[src/rtl/watch_set_alarm.sv]
// watch_set_alarm -- real-time watch time base with field adjust, 12/24-hour
// display and an hour:minute alarm.
//
// A prescaler divides clk down to TICK_HZ; each tick advances the chain
// msec -> sec -> min -> hour24. While set_en is high, single up/down pulses
// step one field (time or alarm) with wrap inside that field only. An adjust
// and a natural carry landing on the same field resolve in favour of the adjust.
//
// Ports:
//   clk, rst          system clock, asynchronous active-high reset
//   btnU_up/btnD_down one-cycle debounced step pulses
//   set_en            enables the buttons
//   target            0 = time registers, 1 = alarm registers
//   field             00 sec, 01 min, 10 hour, 11 none
//   h12               selects 12-hour mapping on the hour output
//   alarm_en          enables alarm_hit
//   msec/sec/min      running time
//   hour              display hour (0..23, or 1..12 when h12=1)
//   pm                internal hour24 >= 12
//   al_min/al_hour    alarm setting (24-hour)
//   alarm_hit         one-cycle pulse after the time chain rolls onto the alarm

module watch_set_alarm #(
  parameter int CLK_HZ  = 100_000_000,
  parameter int TICK_HZ = 100,
  parameter int DIV_W   = 24
) (
  input  logic       clk,
  input  logic       rst,
  input  logic       btnU_up,
  input  logic       btnD_down,
  input  logic       set_en,
  input  logic       target,
  input  logic [1:0] field,
  input  logic       h12,
  input  logic       alarm_en,
  output logic [6:0] msec,
  output logic [5:0] sec,
  output logic [5:0] min,
  output logic [4:0] hour,
  output logic       pm,
  output logic [5:0] al_min,
  output logic [4:0] al_hour,
  output logic       alarm_hit
);

  localparam logic [DIV_W-1:0] DIV_TOP = DIV_W'(CLK_HZ / TICK_HZ - 1);
  localparam logic [6:0]       MS_TOP  = 7'(TICK_HZ - 1);

  localparam logic [1:0] F_SEC  = 2'b00;
  localparam logic [1:0] F_MIN  = 2'b01;
  localparam logic [1:0] F_HOUR = 2'b10;
  localparam logic [1:0] F_NONE = 2'b11;

  logic [DIV_W-1:0] div_cnt, div_nxt;
  logic [6:0]       msec_nxt;
  logic [5:0]       sec_nxt, min_nxt, al_min_nxt;
  logic [4:0]       hour24, hour24_nxt, al_hour_nxt;
  logic             fire;

  logic tick, ms_wrap, adj, adj_t, adj_a, step_up;
  logic c_sec, c_min;

  function automatic logic [5:0] step6(input logic [5:0] v, input logic [5:0] top,
                                       input logic up);
    if (up) step6 = (v == top) ? 6'd0 : v + 6'd1;
    else    step6 = (v == 6'd0) ? top : v - 6'd1;
  endfunction

  function automatic logic [4:0] step5(input logic [4:0] v, input logic [4:0] top,
                                       input logic up);
    if (up) step5 = (v == top) ? 5'd0 : v + 5'd1;
    else    step5 = (v == 5'd0) ? top : v - 5'd1;
  endfunction

  assign tick    = (div_cnt == DIV_TOP);
  assign ms_wrap = tick && (msec == MS_TOP);

  // Exactly one button: pressing both together is treated as no request.
  assign adj     = set_en && (field != F_NONE) && (btnU_up ^ btnD_down);
  assign adj_t   = adj && !target;
  assign adj_a   = adj && target;
  assign step_up = btnU_up;

  always_comb begin
    div_nxt     = tick ? '0 : div_cnt + DIV_W'(1);
    msec_nxt    = msec;
    sec_nxt     = sec;
    min_nxt     = min;
    hour24_nxt  = hour24;
    al_min_nxt  = al_min;
    al_hour_nxt = al_hour;
    c_sec       = 1'b0;
    c_min       = 1'b0;

    if (tick) msec_nxt = ms_wrap ? 7'd0 : msec + 7'd1;

    // A field that is being adjusted takes the adjusted value and emits no
    // carry of its own, so the carry chain stops there.
    if (adj_t && field == F_SEC) begin
      sec_nxt  = step6(sec, 6'd59, step_up);
      msec_nxt = 7'd0;
      div_nxt  = '0;
    end else if (ms_wrap) begin
      sec_nxt = (sec == 6'd59) ? 6'd0 : sec + 6'd1;
      c_sec   = (sec == 6'd59);
    end

    if (adj_t && field == F_MIN) begin
      min_nxt = step6(min, 6'd59, step_up);
    end else if (c_sec) begin
      min_nxt = (min == 6'd59) ? 6'd0 : min + 6'd1;
      c_min   = (min == 6'd59);
    end

    if (adj_t && field == F_HOUR) begin
      hour24_nxt = step5(hour24, 5'd23, step_up);
    end else if (c_min) begin
      hour24_nxt = (hour24 == 5'd23) ? 5'd0 : hour24 + 5'd1;
    end

    if (adj_a && field == F_MIN)  al_min_nxt  = step6(al_min, 6'd59, step_up);
    if (adj_a && field == F_HOUR) al_hour_nxt = step5(al_hour, 5'd23, step_up);
  end

  // Only a natural tick roll onto hh:mm:00.0 fires; any adjust on the same
  // edge (time or alarm) suppresses the pulse.
  assign fire = alarm_en && tick && !adj &&
                (msec_nxt == 7'd0) && (sec_nxt == 6'd0) &&
                (min_nxt == al_min) && (hour24_nxt == al_hour);

  always_ff @(posedge clk or posedge rst) begin
    if (rst) begin
      div_cnt   <= '0;
      msec      <= 7'd0;
      sec       <= 6'd0;
      min       <= 6'd0;
      hour24    <= 5'd0;
      al_min    <= 6'd0;
      al_hour   <= 5'd0;
      alarm_hit <= 1'b0;
    end else begin
      div_cnt   <= div_nxt;
      msec      <= msec_nxt;
      sec       <= sec_nxt;
      min       <= min_nxt;
      hour24    <= hour24_nxt;
      al_min    <= al_min_nxt;
      al_hour   <= al_hour_nxt;
      alarm_hit <= fire;
    end
  end

  always_comb begin
    hour = hour24;
    if (h12) begin
      if (hour24 == 5'd0)      hour = 5'd12;
      else if (hour24 > 5'd12) hour = hour24 - 5'd12;
      else                     hour = hour24;
    end
  end

  assign pm = (hour24 >= 5'd12);

endmodule

[config.mk]
export PLATFORM = sky130hd
export DESIGN_NAME = watch_set_alarm
export DESIGN_NICKNAME = d
export VERILOG_FILES = /design/src/rtl/watch_set_alarm.sv
export SDC_FILE = /design/constraint.sdc
export NUM_CORES = 1
export LEC_CHECK = 0
export BUFFER_PORTS_ARGS = -buffer_cell sky130_fd_sc_hd__buf_4
export CAP_MARGIN = 15
export CORE_MARGIN = 2
export CORE_UTILIZATION = 60
export CTS_BUF_LIST = sky130_fd_sc_hd__clkbuf_2
export DETAILED_ROUTE_END_ITERATION = 10
export MAX_ROUTING_LAYER = met4
export PLACE_DENSITY = 0.82
export SLEW_MARGIN = 20
export SYNTH_ARGS = -nofsm -noshare
export SYNTH_HDL_FRONTEND = slang
export SYNTH_SLANG_ARGS = --single-unit
[constraint.sdc]
create_clock -name clk -period 4.55 [get_ports clk]
set_clock_uncertainty 0.1 [all_clocks]
set_input_delay 0.91 -clock clk [delete_from_list [all_inputs] [get_ports clk]]
set_output_delay 0.91 -clock clk [all_outputs]
set_load 0.01 [all_outputs]
; ---- Word level (Yosys, flattened, before mapping)
; Cells that the tools add are included.
[word_totals]
reg_bits = 60
in_bits = 10
out_inout_bits = 37
wordCells = 95
[op_classes]
addsub = 13
order_cmp = 2
n_eq_ne = 12
muxes = 33
bitwise = 1
reduce_logical = 26
[op_table]
columns = cell, count
row1 = $mux W6, 13
row2 = $mux W5, 11
row3 = $mux W24, 2
row4 = $add A24 B1 Y24 const B, 1
row5 = $eq A24 B20 Y1 const B, 1
row6 = $logic_not A6 Y1, 4
row7 = $mux W7, 3
row8 = $add A6 B1 Y6 const B, 3
row9 = $eq A6 B6 Y1 const B, 3
row10 = $sub A6 B1 Y6 const B, 3
row11 = $logic_and A1 B1 Y1, 16
row12 = $add A5 B1 Y5 const B, 2
row13 = $eq A5 B5 Y1 const B, 2
row14 = $logic_not A5 Y1, 2
row15 = $sub A5 B1 Y5 const B, 2
row16 = $add A7 B1 Y7 const B, 1
row17 = $eq A7 B7 Y1 const B, 1
row18 = $logic_not A7 Y1, 1
row19 = $eq A6 B6 Y1, 1
row20 = $eq A5 B5 Y1, 1
row21 = $ge A5 B4 Y1 const B, 1
row22 = $gt A5 B4 Y1 const B, 1
row23 = $sub A5 B4 Y5 const B, 1
row24 = $mux W1, 4
row25 = other kinds (6), 7

; ---- Longest topological paths before layout
; Gate-level depths: netlist of run 1.
[depth]
word_depth = 12
ltp_mapped = 11
ltp_nobuf = 10

; ---- Worst setup path after synthesis of run 1
; OpenSTA, ideal clock, no wires.
[synth_timing]
kind = input-to-reg
startpoint = input port btnU_up
endpoint = register alarm_hit
setup_ns = 0.096
arrival_ns = 3.414
required_time_ns = 4.354
setup_slack_ns = 0.940
stages = 9
path_buffers = 1
path_cell_list = buf_2 xnor2_1 or4b_2 and3_1 nand3_1 mux2i_1 o311ai_0 or4_1 nor4_2
[synth_between]
elab_chain_cells = 11
elab_cells_between_ends = 28
classes_between = eq/ne: 2 / mux: 12 / bitwise: 1 / reduce/logical: 13
[synth_rtl]
columns = item, line_no
row1 = "start, declared", 30  ; input logic btnU_up,
row2 = $xor A1 B1 Y1, 80  ; assign adj = set_en && (field != F_NONE) && (btnU_up ^ btnD_down);
row3 = $logic_and A1 B1 Y1, 80
row4 = $logic_and A1 B1 Y1, 81  ; assign adj_t = adj && !target;
row5 = $logic_and A1 B1 Y1, 100  ; if (adj_t && field == F_SEC) begin
row6 = $mux W1, 100
row7 = $mux W1, 111  ; end else if (c_sec) begin
row8 = $mux W1, 109  ; if (adj_t && field == F_MIN) begin
row9 = $mux W5, 118  ; end else if (c_min) begin
row10 = $mux W5, 116  ; if (adj_t && field == F_HOUR) begin
row11 = $eq A5 B5 Y1, 130  ; (min_nxt == al_min) && (hour24_nxt == al_hour);
row12 = $logic_and A1 B1 Y1 (*), 130
row13 = via fire, 59  ; logic fire;
row14 = "end signal, assigned", 150  ; alarm_hit <= fire;
row15 = "end, declared", 44  ; output logic alarm_hit
; The timed path passes the listed nets; every way through them passes the cells marked *.
; A chain may end at the register's enable or synchronous reset.

; ---- Worst setup path after layout of run 1
[layout_timing]
startpoint = register div_cnt[6]
endpoint = register alarm_hit
[layout_between]
elab_chain_cells = 10
elab_cells_between_ends = 25
classes_between = eq/ne: 3 / mux: 13 / reduce/logical: 9
[layout_rtl]
columns = item, line_no
row1 = "start, declared", 55  ; logic [DIV_W-1:0] div_cnt, div_nxt;
row2 = "start signal, assigned", 143  ; div_cnt <= div_nxt;
row3 = $eq A24 B20 Y1 (*), 76  ; assign tick = (div_cnt == DIV_TOP);
row4 = $logic_and A1 B1 Y1, 77  ; assign ms_wrap = tick && (msec == MS_TOP);
row5 = $mux W7, 96  ; if (tick) msec_nxt = ms_wrap ? 7'd0 : msec + 7'd1;
row6 = $mux W7 (*), 96
row7 = $mux W7 (*), 100
row8 = via msec_nxt[6], 56  ; logic [6:0] msec_nxt;
row9 = $logic_not A7 Y1 (*), 129  ; (msec_nxt == 7'd0) && (sec_nxt == 6'd0) &&
row10 = $logic_and A1 B1 Y1 (*), 128  ; assign fire = alarm_en && tick && !adj &&
row11 = $logic_and A1 B1 Y1 (*) (2 in series), 129
row12 = $logic_and A1 B1 Y1 (*), 130
row13 = via fire, 59
; Marked as above.

==> results.md, run 1 <==
- The flow ran to the end, and the final reports show no timing, DRC or antenna violations.
- The largest net degree at the start of global routing is 45.
- The relative contribution of the clock network to total power is 15.2%.
- The share of flip-flops with an asynchronous set or reset is 100%.
- The initial core utilization is 62.5%.
- The first detailed-routing pass ran for 5 iterations.
- The clock reaches the later pin of the worst-skew pair after 0.52 ns.
- In this run the core area contains 32 standard-cell rows.
- The total number of vias is 4831.
- The DRC violation count after routing is 0.
- The min-delay analysis places its worst path in the category in2async.
- Input and output buffers added on the ports amount to 46.
- The number of flops mapped to enable cells by yosys is 0.
- The kind of critical path is reg2reg.
- The number of global-route vias before repair is 4341.
- The sequential-to-total area share from yosys stat is 30.8%.
- Derived from the worst setup path, the maximum achievable clock frequency is 269 MHz.
- The required time at the endpoint of the critical path is 4.86 ns.
- Across all register-to-register paths, the minimum setup slack is 0.83 ns.
- The top cell types in the final layout, fill and taps aside, are 64 x sky130_fd_sc_hd__nor2_1, 60 x sky130_fd_sc_hd__dfrtp_1, 55 x sky130_fd_sc_hd__nand2_1.
- The count of inserted antenna diode cells is 0.
- For the worst flop-to-flop path, the logic depth is 8.
- After the last flow step, the layout net total stands at 675.
- In this run the worst path has a maximum fanout of 16.
- Of the total power, combinational logic draws 47.5%.
- Across every metal layer, demand over resource in global routing totals 30.7%.
- The final hold violation count is 0.
- The HPWL after detailed placement is 9120 um.
- Leaving out fill and tap cells, the most frequent cell in the layout is sky130_fd_sc_hd__nor2_1.
- The clock net in this run drives a total of 60 sinks.
- The critical path capture point is alarm_hit.
- For this run, the number of Yosys warnings is 0.
- The number of buffers created by CTS is 9.
- The tree is rooted in a sky130_fd_sc_hd__clkbuf_2.
- Summing all multi-input logic gate instances after layout gives 3120 um2.
- The flip-flop and latch area is 1500 um2.
- Setup repair after global routing left no endpoint under its margin.
- The mean area per synthesized cell is 7.80 um2.
- The cell-internal power is 1.39 mW.
- The total wire length after detailed routing is 13000 um.
- The first element of the critical path is div_cnt[6].
- Net switching is 45.6% of the power.
- The number of DRC markers after the initial detailed-route iteration is 427.
- The longest clock path from root to sink contains 2 buffers.
- After detailed routing, the average wire length per cell comes to 17.3 um.
- The post-route minimum period is 3.72 ns.
- The max-slew violation count was 0.
- The total power of the final layout is 2.56 mW.
- The post-synthesis instance area is 4880 um2.
- Relative to the synthesized area, the layout overhead comes to 10.3%.
- 47 I/O pins were placed.
- The final total negative setup slack is 0 ns.
- The number of nets handed over by synthesis was 654.
- The wire length of the first global-routing pass is 21200 um.
- The post-synthesis sequential element count is 60.
- After global routing the overflow that remains totals 0.
- The final setup violation count is 0.
- In this run, distinct cell masters in the synthesized netlist total 69.
- STA classifies the critical path endpoint as a register.
- The number of resized instances in the post-cts repair step is 0.
- After technology mapping, the gate count stands at 625.
- In this run the critical register-to-register path is captured at alarm_hit.
- The floorplan step set the die height to 94.2 um.
- Across the run, the number of max-cap violations was 0.
- The initial antenna violation count was 0.
- The remaining antenna violation count is 0.
- In this run the critical register-to-register path is launched from div_cnt[6].
- The die is 94.2 um wide.
- The critical path launch point type is a register.
- The total area inside the core boundary comes to 7810 um2.
- Fill cells in the final layout number 675.
- The depth of the CTS H-tree is 3.
- The share of the clock period used by the worst path is 81.7%.
- The power density relative to cell area is 476 nW/um2.
- The die covers 8870 um2.
- The number of buffers inserted for hold repair after clock tree synthesis is 0.
- The analysis attributes to cell leakage a power of 2.28 nW.
- For the pin with the worst max-slew slack, the measured transition is 0.772 ns.
- The total setup buffers inserted after CTS is 0.
- The data arrival time of the critical path is 4.03 ns.
- The layout cell share with drive strength beyond 1 is 13.7%.
- In this run the tightest slew margin relative to its limit is 48.5%.
- The most instantiated flip-flop cell in the synthesis netlist is sky130_fd_sc_hd__dfrtp_1.
- The net switching power is 1.17 mW.
- The clock-pin transition on the worst setup and hold timing paths is 0.22 ns.
- Dividing the detail-routed via count by the number of cells gives 6.42.
- The part of the total power dissipated in sequential elements is 37.3%.
- The clock tree from TritonCTS is done.
- At the end of routability-driven placement, the weighted congestion stood at 1.02.
- The peak ir drop on the vdd network is 0.269 mV.
-- routing by layer --
metal,vias to the layer above,routed length (um),track usage [%]
met3,23,831,3.93
met5,-,0,-
met2,199,6180,47.1
met1,2292,5780,43.0
met4,0,211,9.06
li1,2317,-,-
-- metrics by stage --
stage	setup WS [ns]	instance area, um2	utilization (%)	instances	hold WS [ns]
floorplan	0.940	4880	-	625	0.352
global placement	0.648	5260	67.3	737	0.375
detailed placement	0.609	5260	67.3	737	0.383
CTS	0.896	5380	68.9	752	0.401
global route	0.712	5380	68.9	752	0.444
finish	0.832	5380	68.9	752	0.380
-- worst min-delay path by stage --
stage / cells past startpoint / to / slack, ns
4_1_cts: 1 / div_cnt[19] / 0.40
2_1_floorplan: 1 / div_cnt[19] / 0.35
5_1_grt: 1 / div_cnt[19] / 0.44
3_5_place_dp: 1 / div_cnt[19] / 0.38
3_3_place_gp: 1 / div_cnt[19] / 0.37
6_report: 2 / msec[2] / 0.38
-- layout make-up --
type | instances | share of cell area, %
flip-flops and latches | 60 | 27.9
repair buffers | 54 | 7.53
clock inverters | 6 | 1.49
multi-input cells | 493 | 57.9
inverters | 28 | 1.98
well taps | 102 | 2.37
clock buffers | 9 | 0.837
-- registers in the layout (all words and copies together), names as in the netlist --
register,count
al_min,6
min,6
sec,6
al_hour,5
div_cnt,24
hour24,5
msec,7
alarm_hit,1
-- power groups by stage --
stage | sequential (mW) | clock, mW | combinational [mW]
final | 0.957 | 0.388 | 1.22
after detailed placement | 0.959 | 0 | 1.20
after floorplan | 0.828 | 0 | 0.921
after global routing | 0.985 | 0.414 | 1.34
after CTS | 0.949 | 0.393 | 1.21
after global placement | 0.950 | 0 | 1.17
-- cells in the mapped netlist, drive strengths merged, types with 8 or more instances --
| cell type | number | area, um2 |
|---|---|---|
| nor2 | 65 | 260 |
| dfrtp | 60 | 1500 |
| nand2 | 55 | 206 |
| a21oi | 41 | 205 |
| clkbuf | 40 | 150 |
| o21ai | 40 | 204 |
| nand3 | 34 | 170 |
| inv | 27 | 101 |
| xnor2 | 27 | 236 |
| nor3 | 25 | 130 |
| ha | 19 | 238 |
| and3 | 18 | 118 |
| xor2 | 17 | 149 |
| nand4 | 13 | 81.3 |
| o22ai | 8 | 50.1 |
| or4 | 8 | 67.6 |
-- kinds of logic after synthesis --
group / share of synthesized area [%]
multiplexers: 1.69
buffers and inverters: 5.59
AO/OA/AOI/OAI: 21.5
flip-flops: 30.8
adder cells (fa/ha/maj): 4.87
XOR/XNOR: 7.90
AND/OR/NAND/NOR: 27.7
-- critical path, stage by stage, from the launching register on --
cell                        delay [ns]
sky130_fd_sc_hd__dfrtp_1          0.49
sky130_fd_sc_hd__or4_1            0.54
sky130_fd_sc_hd__or4_4            0.54
sky130_fd_sc_hd__or2_2            0.45
sky130_fd_sc_hd__o21ai_0          0.21
sky130_fd_sc_hd__a21oi_1          0.10
sky130_fd_sc_hd__a2111oi_0        0.66
sky130_fd_sc_hd__nand4_1          0.24
sky130_fd_sc_hd__nor4_2           0.31
(Power assumes the default switching activity.)
==> run 2: changes to the inputs <==
--- a/config.mk
+++ b/config.mk
@@ -8,11 +8,11 @@
 export BUFFER_PORTS_ARGS = -buffer_cell sky130_fd_sc_hd__buf_4
 export CAP_MARGIN = 15
 export CORE_MARGIN = 2
-export CORE_UTILIZATION = 60
+export CORE_UTILIZATION = 56
 export CTS_BUF_LIST = sky130_fd_sc_hd__clkbuf_2
 export DETAILED_ROUTE_END_ITERATION = 10
 export MAX_ROUTING_LAYER = met4
-export PLACE_DENSITY = 0.82
+export PLACE_DENSITY = 0.8
 export SLEW_MARGIN = 20
 export SYNTH_ARGS = -nofsm -noshare
 export SYNTH_HDL_FRONTEND = slang
==> constraint.sdc (replaced) <==
create_clock -name clk -period 3.3 [get_ports clk]
set_clock_uncertainty 0.1 [all_clocks]
set_input_delay 0.66 -clock clk [delete_from_list [all_inputs] [get_ports clk]]
set_output_delay 0.66 -clock clk [all_outputs]
set_load 0.01 [all_outputs]
==> results.md, run 2 (same netlist as run 1, synthesis figures left out) <==
- The final reports fail on negative setup slack.
- The total iterations of the first detailed-routing run is 5 (unchanged).
- The post-placement cell area is 5600 um2 (+6.6%).
- The relative slew slack is 54.6% (+6.1 points).
- The overall fraction of global-route tracks in use is 30.0% (-0.78 points).
- The final setup violation count was 1 (+1).
- The largest net degree at the start of global routing came to 45 (unchanged).
- The detail-routed net length per standard cell is 17.2 um (-0.78%).
- The critical path launch point type is a register.
- The detail-routed via count per cell is 6.35 (-1.1%).
- The largest registers in the layout are div_cnt x24, msec x7.
- The wire length of the first global-routing pass is 22800 um (+7.5%).
- The final design instance area without fill is 5740 um2 (+6.7%).
- The data arrival time of the critical path is 3.66 ns (-0.37 ns).
- The max-slew violation count is 0 (unchanged).
- The largest fanout on the critical path is 6 (-10).
- The peak ir drop on the vdd network came to 0.364 mV (+35%).
- The remaining antenna violation count is 0 (unchanged).
- The total core area is 8590 um2 (+10%).
- The leftover overflow at the end of global routing is 0 (unchanged).
- The kind of critical path is reg2reg.
- The final hold violation count is 0 (unchanged).
- The placer's final routability congestion estimate is 0.989 (-2.9%).
- The DRC violation count after routing came to 0 (unchanged).
- The number of port buffers is 46 (unchanged).
- From synthesis to final layout, the design area changed by 17.8%.
- The total number of vias is 5082 (+5.2%).
- The total power of the final layout is 3.63 mW (+42%).
- The share of the clock period used by the worst path is 100% (+18 points).
- The insertion delay of the later-clocked pin in the worst-skew pair is 0.53 ns (about the same).
- The initial core utilization is 56.8% (-5.7 points).
- The final cell count without fillers is 800 (+6.4%).
- Setup repair after global routing could not meet its margin everywhere.
- The initial antenna violation count is 0 (unchanged).
- The net count reported at finish is 716 (+6.1%).
- The number of DRC markers after the initial detailed-route iteration was 370 (-13%).
- The cell row count came to 34 (+6.3%).
- The filler cell count in the final layout is 740 (+9.6%).
- The required time at the endpoint of the critical path is 3.65 ns (-1.21 ns).
- The leading cell type in the layout, fill and taps excluded is sky130_fd_sc_hd__buf_4.
- The power density relative to cell area is 633 nW/um2 (+33%).
- The post-route minimum period is 3.30 ns (-0.416 ns).
- The number of global-route vias before repair was 4713 (+8.6%).
- The deepest clock path buffer count is 2 (unchanged).
- The depth of the CTS H-tree was 3 (unchanged).
- The detailed route wirelength on metal3 is 967 um (+16%).
- The length of routed met2 wiring came to 6580 um (+6.4%).
- The layout cell share with drive strength beyond 1 is 19.9% (+6.2 points).
- The tightest min-delay check is of the in2async type.
- The height of the chip is 97.3 um (+3.4%).
- The clock-pin transition on the worst setup and hold timing paths was 0.21 ns (about the same).
- The die span in x is 97.3 um (+3.4%).
- The number of buffers inserted for hold repair after clock tree synthesis is 0 (unchanged).
- The number of clock sinks seen by CTS was 60 (unchanged).
- The static power due to leakage is 2.49 nW (+9.0%).
- The total wire length after detailed routing is 13700 um (+5.6%).
- The highest achievable clock rate is 303 MHz (+13%).
- The transition time of the tightest slew-check pin is 0.676 ns (-0.0953 ns).
- The number of buffers created by CTS was 9 (unchanged).
- The highest metal layer with signal wires is met4.
- The flow ran to the end, but the final reports show violations.
- The die area is 9470 um2 (+6.8%).
- The number of cells after detailed placement came to 784 (+6.4%).
- The detailed-routing wirelength on met1 was 5840 um (+1.0%).
- The clock tree from TritonCTS is done.
- The count of inserted antenna diode cells is 0 (unchanged).
- Leaving out fill and tap cells, the most frequent cells in the layout are 94 x sky130_fd_sc_hd__buf_4, 64 x sky130_fd_sc_hd__nor2_1, 60 x sky130_fd_sc_hd__dfrtp_1.
- The count of maximum capacitance violations is 0 (unchanged).
- The final critical-path setup slack came to -0.00203 ns (-0.834 ns).
- The HPWL after detailed placement is 10200 um (+12%).
- The most flop-heavy register is div_cnt.
- The minimum hold slack came to 0.0496 ns (-0.330 ns).
- CTS placed an instance of sky130_fd_sc_hd__clkbuf_2 at the clock tree root.
- The worst setup path is captured at a register.
- The I/O pin count is 47 (unchanged).
- The number of flip-flops under the largest register name is 24 (unchanged).
## run 2: cell count changes in the layout (fill, tap and decap cells not counted), moves of 2 or more
cell,delta
sky130_fd_sc_hd__buf_4,+40
sky130_fd_sc_hd__clkinv_1,-2
sky130_fd_sc_hd__clkinvlp_4,+2
sky130_fd_sc_hd__inv_6,+2
## run 2: worst paths after layout
kind	slack [ns]	cells past startpoint	endpoint	startpoint
max	-0.002	8	alarm_hit	div_cnt[7]
min reg2reg	0.40	1	div_cnt[0]	div_cnt[0]
min	0.05	2	div_cnt[4]	rst
min in group clk	0.40	1	div_cnt[0]	div_cnt[0]
max reg2reg	-0.002	8	alarm_hit	div_cnt[7]
max in group asynchronous	2.35	3	min[5]	rst
## run 2: report_power, final
group / switching (mW) / internal (mW) / total (mW)
registers: 0.312 / 0.907 / 1.22
clock network: 0.330 / 0.178 / 0.508
logic: 1.05 / 0.860 / 1.91
## run 2: cell type report
class | instances | area (um2) | area share, %
well taps | 108 | 135 | 2.35
clock buffers | 9 | 45.0 | 0.784
multi-input cells | 493 | 3160 | 54.9
repair buffers | 95 | 726 | 12.6
flip-flops and latches | 60 | 1500 | 26.1
clock inverters | 7 | 75.1 | 1.31
inverters | 28 | 105 | 1.83
## run 2: worst max-delay path: stages, from the launching register on
cell and delay [ns]:
sky130_fd_sc_hd__dfrtp_1 0.42, sky130_fd_sc_hd__or4_1 0.51, sky130_fd_sc_hd__or4_4 0.49, sky130_fd_sc_hd__or4_4 0.51, sky130_fd_sc_hd__nor2_8 0.16, sky130_fd_sc_hd__mux2i_1 0.20
sky130_fd_sc_hd__o32ai_1 0.10, sky130_fd_sc_hd__or4_1 0.49, sky130_fd_sc_hd__nor4_2 0.25
## run 2: routing by layer
metal,track usage [%],up-vias
li1,-,2396
met1,39.9,2399
met2,47.3,253
met3,4.17,34
met4,10.5,0
met5,-,-
## run 2: timing repair
| action | CTS | global route |
|---|---|---|
| endpoints found under the setup margin | 0 | 1 |
| buffers inserted | 0 | 0 |
| resized for setup | 0 | 4 |
## run 2: metrics by stage
step | TNS, ns | util [%] | setup slack [ns]
finish | -0.00203 | 66.8 | -0.00203
global route | -0.153 | 66.8 | -0.153
CTS | 0 | 66.6 | 0.0137
detailed placement | 0 | 65.2 | 0.0366
global placement | 0 | 65.2 | 0.0990
floorplan | 0 | - | 0.0274
